**config.mk**
```make
export PLATFORM = sky130hd
export DESIGN_NAME = vga_ctrl
export DESIGN_NICKNAME = d
export VERILOG_FILES = /design/src/rtl/vga_pkg.sv /design/src/rtl/vga_ctrl.sv
export SDC_FILE = /design/constraint.sdc
export NUM_CORES = 1
export LEC_CHECK = 0
export CAP_MARGIN = 20
export CORE_MARGIN = 1.5
export CORE_UTILIZATION = 30
export CTS_BUF_LIST = sky130_fd_sc_hd__clkbuf_8
export DETAILED_ROUTE_END_ITERATION = 10
export PLACE_DENSITY = 0.66
export SETUP_SLACK_MARGIN = 0.1
export SYNTH_ARGS = -nofsm -noshare
export SYNTH_HDL_FRONTEND = slang
export SYNTH_SLANG_ARGS = --single-unit
```
**constraint.sdc**
```tcl
create_clock -name vga_clk -period 2.75 [get_ports vga_clk]
set_clock_uncertainty 0.2 [all_clocks]
set_input_delay 0.275 -clock vga_clk [delete_from_list [all_inputs] [get_ports vga_clk]]
set_output_delay 0.275 -clock vga_clk [all_outputs]
set_load 0.01 [all_outputs]
```
**src/rtl/vga_pkg.sv**
```systemverilog
// rtl/vga_pkg.sv - shared VGA 640x480@60 timing defaults and RGB565 colour constants
//
// Used by vga_ctrl and the picture generators that feed it.
//   VGA_H_* / VGA_V_* : default segment widths of one line / one frame
//   RGB_*             : RGB565 colour constants
//   in_window()       : half-open range test [lo, hi) on 10-bit counter values

package vga_pkg;

    localparam int VGA_H_SYNC   = 96;
    localparam int VGA_H_BACK   = 40;
    localparam int VGA_H_LEFT   = 8;
    localparam int VGA_H_VALID  = 640;
    localparam int VGA_H_RIGHT  = 8;
    localparam int VGA_H_FRONT  = 8;

    localparam int VGA_V_SYNC   = 2;
    localparam int VGA_V_BACK   = 25;
    localparam int VGA_V_TOP    = 8;
    localparam int VGA_V_VALID  = 480;
    localparam int VGA_V_BOTTOM = 8;
    localparam int VGA_V_FRONT  = 2;

    localparam logic [15:0] RGB_BLACK   = 16'h0000;
    localparam logic [15:0] RGB_WHITE   = 16'hFFFF;
    localparam logic [15:0] RGB_RED     = 16'hF800;
    localparam logic [15:0] RGB_GREEN   = 16'h07E0;
    localparam logic [15:0] RGB_BLUE    = 16'h001F;
    localparam logic [15:0] RGB_YELLOW  = 16'hFFE0;
    localparam logic [15:0] RGB_CYAN    = 16'h07FF;
    localparam logic [15:0] RGB_MAGENTA = 16'hF81F;

    localparam logic [9:0]  PIX_NONE    = 10'h3FF;

    function automatic logic in_window(input logic [9:0] val,
                                       input logic [9:0] lo,
                                       input logic [9:0] hi);
        return (val >= lo) && (val < hi);
    endfunction

endpackage

```
**src/rtl/vga_ctrl.sv**
```systemverilog
// rtl/vga_ctrl.sv - VGA timing generator with one-clock-ahead pixel request
//
// Ports:
//   vga_clk     : pixel clock, sole clock
//   sys_rst_n   : asynchronous active-low reset
//   pix_data    : RGB565 pixel from the picture stage, one clock after pix_x/pix_y
//   pix_x/pix_y : requested pixel column/row, 10'h3FF outside the request window
//   hsync/vsync : active-high sync pulses
//   rgb_valid   : active display region
//   rgb         : RGB565 to DAC, zero outside the active region
//   frame_start : high for the single cycle at counter position (0,0)

module vga_ctrl
    import vga_pkg::*;
#(
    parameter int H_SYNC   = VGA_H_SYNC,
    parameter int H_BACK   = VGA_H_BACK,
    parameter int H_LEFT   = VGA_H_LEFT,
    parameter int H_VALID  = VGA_H_VALID,
    parameter int H_RIGHT  = VGA_H_RIGHT,
    parameter int H_FRONT  = VGA_H_FRONT,
    parameter int V_SYNC   = VGA_V_SYNC,
    parameter int V_BACK   = VGA_V_BACK,
    parameter int V_TOP    = VGA_V_TOP,
    parameter int V_VALID  = VGA_V_VALID,
    parameter int V_BOTTOM = VGA_V_BOTTOM,
    parameter int V_FRONT  = VGA_V_FRONT
) (
    input  logic        vga_clk,
    input  logic        sys_rst_n,
    input  logic [15:0] pix_data,
    output logic [9:0]  pix_x,
    output logic [9:0]  pix_y,
    output logic        hsync,
    output logic        vsync,
    output logic        rgb_valid,
    output logic [15:0] rgb,
    output logic        frame_start
);

    localparam logic [9:0] H_TOTAL     = 10'(H_SYNC + H_BACK + H_LEFT + H_VALID + H_RIGHT + H_FRONT);
    localparam logic [9:0] V_TOTAL     = 10'(V_SYNC + V_BACK + V_TOP + V_VALID + V_BOTTOM + V_FRONT);
    localparam logic [9:0] H_SYNC_END  = 10'(H_SYNC);
    localparam logic [9:0] V_SYNC_END  = 10'(V_SYNC);
    localparam logic [9:0] H_ACT_START = 10'(H_SYNC + H_BACK + H_LEFT);
    localparam logic [9:0] H_ACT_END   = 10'(H_SYNC + H_BACK + H_LEFT + H_VALID);
    localparam logic [9:0] V_ACT_START = 10'(V_SYNC + V_BACK + V_TOP);
    localparam logic [9:0] V_ACT_END   = 10'(V_SYNC + V_BACK + V_TOP + V_VALID);
    // The picture stage has one clock of latency, so requests lead display by one column.
    localparam logic [9:0] H_REQ_START = H_ACT_START - 10'd1;
    localparam logic [9:0] H_REQ_END   = H_ACT_END - 10'd1;

    logic [9:0] cnt_h;
    logic [9:0] cnt_v;
    logic       line_end;
    logic       v_act;
    logic       pix_data_req;

    assign line_end = (cnt_h == H_TOTAL - 10'd1);

    always_ff @(posedge vga_clk or negedge sys_rst_n) begin
        if (!sys_rst_n) begin
            cnt_h <= '0;
        end else if (line_end) begin
            cnt_h <= '0;
        end else begin
            cnt_h <= cnt_h + 10'd1;
        end
    end

    always_ff @(posedge vga_clk or negedge sys_rst_n) begin
        if (!sys_rst_n) begin
            cnt_v <= '0;
        end else if (line_end) begin
            if (cnt_v == V_TOTAL - 10'd1) begin
                cnt_v <= '0;
            end else begin
                cnt_v <= cnt_v + 10'd1;
            end
        end
    end

    assign v_act        = in_window(cnt_v, V_ACT_START, V_ACT_END);
    assign hsync        = (cnt_h < H_SYNC_END);
    assign vsync        = (cnt_v < V_SYNC_END);
    assign rgb_valid    = v_act && in_window(cnt_h, H_ACT_START, H_ACT_END);
    assign pix_data_req = v_act && in_window(cnt_h, H_REQ_START, H_REQ_END);
    assign pix_x        = pix_data_req ? (cnt_h - H_REQ_START) : PIX_NONE;
    assign pix_y        = pix_data_req ? (cnt_v - V_ACT_START) : PIX_NONE;
    assign rgb          = rgb_valid ? pix_data : RGB_BLACK;
    assign frame_start  = (cnt_h == 10'd0) && (cnt_v == 10'd0);

endmodule

```
==> results by stage <==
Outcome:
- The run finished with clean final reports.

Final layout:
- For this run, the post-layout net count is between 200 and 300.
- The most common cell after layout, fill and taps aside is dlygate4sd2_1.
- Compared with the post-synthesis result, the final layout area differs by 44.0%.
- The number of antenna diodes in the final layout is 0.
- After filler insertion, the fill cell instance count of the layout stands at between 500 and 600.
- Leaving out fill and tap cells, the most frequent cells in the layout are dlygate4sd2_1, nand3_1, buf_4.
- Of the cells placed in the final design, the portion with a size suffix greater than 1 is between 10% and 20%.

Clock tree:
- The deepest clock path buffer count is 2.
- The clock insertion delay at the later pin of the skew report is 270 ps.
- The TritonCTS clock tree is done.
- In this run the number of H-tree levels came out at 1.
- The clock tree root buffer cell is clkbuf_8.
- After clock tree synthesis, the clock-pin slew on the worst setup and hold paths is approximately 80 ps.
- The clock net in this run drives a total of 20 sinks.
- The number of buffers inserted during clock tree synthesis is 3.

Yosys:
- The sequential element share of the synthesized area is 28.7%.
- The synthesized cell area is ~1700 um^2.
- The largest total area in the synthesized netlist belongs to dfrtp_1.
- Each instance of the synthesized netlist takes up on average between 8 and 9 um^2.
- The number of storage elements in the synthesis netlist is 20.
- The number of standard cells after synthesis is between 200 and 250.
- The top cell type by area accounts for between 20% and 30% of the synthesized area.
- The count of synthesis-stage warnings from yosys is 0.
- The synthesized netlist net count is around 230.
- The number of different library cells used by synthesis comes to 45.
- By area the synthesized netlist is led by dfrtp_1, xnor2_1, nand3_1.

STA:
- The final critical delay including setup and external delays is 2590 ps.
- The number of hold violations in the final report is 0.
- The pin slew with the least headroom to its limit is slightly above 500 ps.
- The final-report max-slew violation count is 0.
- The max-slew headroom at the worst pin is between 60% and 70%.
- Across all setup checks in the final design, the least slack found is 159 ps.
- The sum of negative setup slack is 0 ps.
- The part of the cycle the worst path needs is a little over nine tenths.
- Setup repair after global routing could not meet its margin everywhere.
- The setup-violating endpoint count in the final report is 0.
- The highest achievable clock rate is 386 MHz.

Power:
- The part of the total power dissipated in sequential elements is 52.7%.
- Power spread over the standard cell area amounts to roughly 220 nW/um^2.
- The share of total power dissipated in the clock network is about two fifths.
- The part of the total power dissipated in combinational logic is approximately 5.4%.
- The analysis attributes to cell leakage a power of 1.10 nW.
- The switching part of the total power is between 20% and 30%.
- The switching component of the power is roughly 110 uW.
- The worst supply voltage drop on vdd is 0.127 mV.
- The internal portion of total power is roughly 440 uW.

Drt:
- The number of nets still failing antenna checks after routing is 0.
- The first detailed-routing pass took 4 iterations.
- The starting DRC count in detailed routing is between 60 and 70.
- After detailed routing, the number of remaining DRC violations is 0.
- The wire length per cell is 13.9 um.
- The via count is approximately 1700.
- Dividing the detail-routed via count by the number of cells gives ~5.
- The final layout contains routed wiring with a total length of between 4 and 5 mm.

Critical path:
- STA classifies the critical path startpoint as a register.
- The critical register-to-register path startpoint is cnt_h[5]$_DFF_PN0_.
- The critical path arrival is 2120 ps.
- The logic depth of the worst register-to-register path is 5.
- Data on the critical path is required at its endpoint by about 2300 ps.
- Along the worst path, the maximum fanout reaches 4.
- Tracing the worst setup path back leads to its startpoint at cnt_h[1]$_DFF_PN0_.
- The critical path in this run is classified as register to output port.
- STA classifies the critical path endpoint as an output port.

Placed design:
- Detailed placement finished with a half-perimeter wire length of between 3 and 4 mm.
- At the placement stage, the worst setup path has a slack of a little under 80 ps.
- The congestion estimate from routability-driven global placement came to between 0.8 and 0.9.
- During placement, the flow inserted port buffers numbering 57.

Floorplan:
- The region available for standard cell placement spans 5540 um^2.
- The area of the die is approximately 6300 um^2.
- The top-level port count is 58.
- The initialized floorplan defines 27 standard-cell rows.
- The die height is between 70 and 80 um.
- The die extent in x is just under 80 um.
- The starting density of the core is 31.4%.

Global route:
- The first global-routing pass estimated between 7 and 8 mm of wire.
- The leftover overflow at the end of global routing is 0.
- The number of antenna violations at the first check in global routing is 0.
- The pin count of the biggest net entering global routing is 21.
- The total routing usage reported by global routing is roughly 16%.
- The via count of the first global-routing pass is 1540.

Hold path:
- The tightest min-delay check is of the input port to async pin type.

Run:
- The count of maximum capacitance violations is 0.
[cell usage after synthesis, drive strengths merged]
cell type	count
nor4	3
nand4b	1
xor2	6
a22o	1
nand3b	4
and2	19
a21o	1
nand4bb	1
o21a	1
clkbuf	6
ha	4
a2111oi	1
nand2	18
o21ai	3
mux2	1
a2111o	1
nor2b	2
nand3	26
o211ai	1
xnor2	16
and4bb	1
and3	5
mux2i	2
nor2	8
nor3	9
a41oi	1
dfrtp	20
and4	4
inv	5
a21boi	1
o41ai	2
nand4	4
buf	16
a21oi	7
o31ai	2
o2bb2ai	1
[routing by layer]
layer	part of all wire [%]	vias up	global-route usage (%)
met5	0	-	0
met4	1.6	0	6.67
met3	8.3	5	2.99
met2	43	64	24.4
met1	47	789	20.6
li1	-	837	-
[state kept, by name, indices dropped and copies added, names as in the netlist]
name / cells
cnt_v: 10
cnt_h: 10
[path summary, 6_finish.rpt]
kind                                         to  slack, ps
max                                    pix_x[8]        160
min                        cnt_v[0]$_DFFE_PN0P_        150
max reg2reg                cnt_v[7]$_DFFE_PN0P_        610
min reg2reg                cnt_v[8]$_DFFE_PN0P_        360
max in group asynchronous  cnt_v[5]$_DFFE_PN0P_       1960
min in group vga_clk       cnt_v[8]$_DFFE_PN0P_        360
[worst max-delay path: stages, from the launching register on]
cell           delay (ps)
dfrtp_1               410
ha_1                  220
and3_1                210
o41ai_2               250
buf_4                 170
buf_4                 100
xnor2_1               100
nand3_1                90
dlygate4sd2_1         300
[area by class of cell]
type	count	area [um^2]	share of cell area (%)
Timing Repair Buffer	82	729	29.1
Multi-Input combinational cell	157	1110	44.2
Clock buffer	4	55.1	2.20
Sequential cell	20	505	20.2
Inverter	5	18.8	0.749
Tap cell	72	90.1	3.59
[stage by stage]
step | hold slack (ps) | std cells | util (%) | total power [mW] | cell area, um^2
after floorplan | -221 | 204 | - | 0.300 | 1740
after global placement | 355 | 327 | 43.2 | 0.330 | 2390
after detailed placement | 361 | 327 | 43.2 | 0.330 | 2390
after CTS | 151 | 337 | 44.8 | 0.568 | 2480
after global routing | 180 | 340 | 45.3 | 0.576 | 2510
final | 149 | 340 | 45.3 | 0.557 | 2510
[cell families after synthesis]
kind of cell    Yosys count  share of synthesized area (%)
simple gates            105                           35.6
buf+inv                  27                           8.55
compound gates           23                           11.4
xor+xnor                 22                           11.1
flops                    20                           28.7
fa+ha+maj                 4                           2.87
mux                       3                           1.80
[power groups by stage]
stage / combinational [mW] / sequential (mW) / clock [mW]
floorplan: 0.000169 / 0.300 / 0
global placement: 0.0300 / 0.300 / 0
detailed placement: 0.0303 / 0.300 / 0
CTS: 0.0305 / 0.294 / 0.244
global route: 0.0327 / 0.294 / 0.250
finish: 0.0298 / 0.294 / 0.234
[what timing repair did]
| item | 4_1_cts | 5_1_grt |
|---|---|---|
| hold buffers | 0 | 0 |
| setup endpoints to repair | 39 | 19 |
| gates resized for setup | 44 | 13 |
| gates cloned | 0 | 0 |
| setup buffers | 6 | 3 |
| pin swaps | 2 | 2 |
No activity file was read; power rests on OpenSTA's default activity.
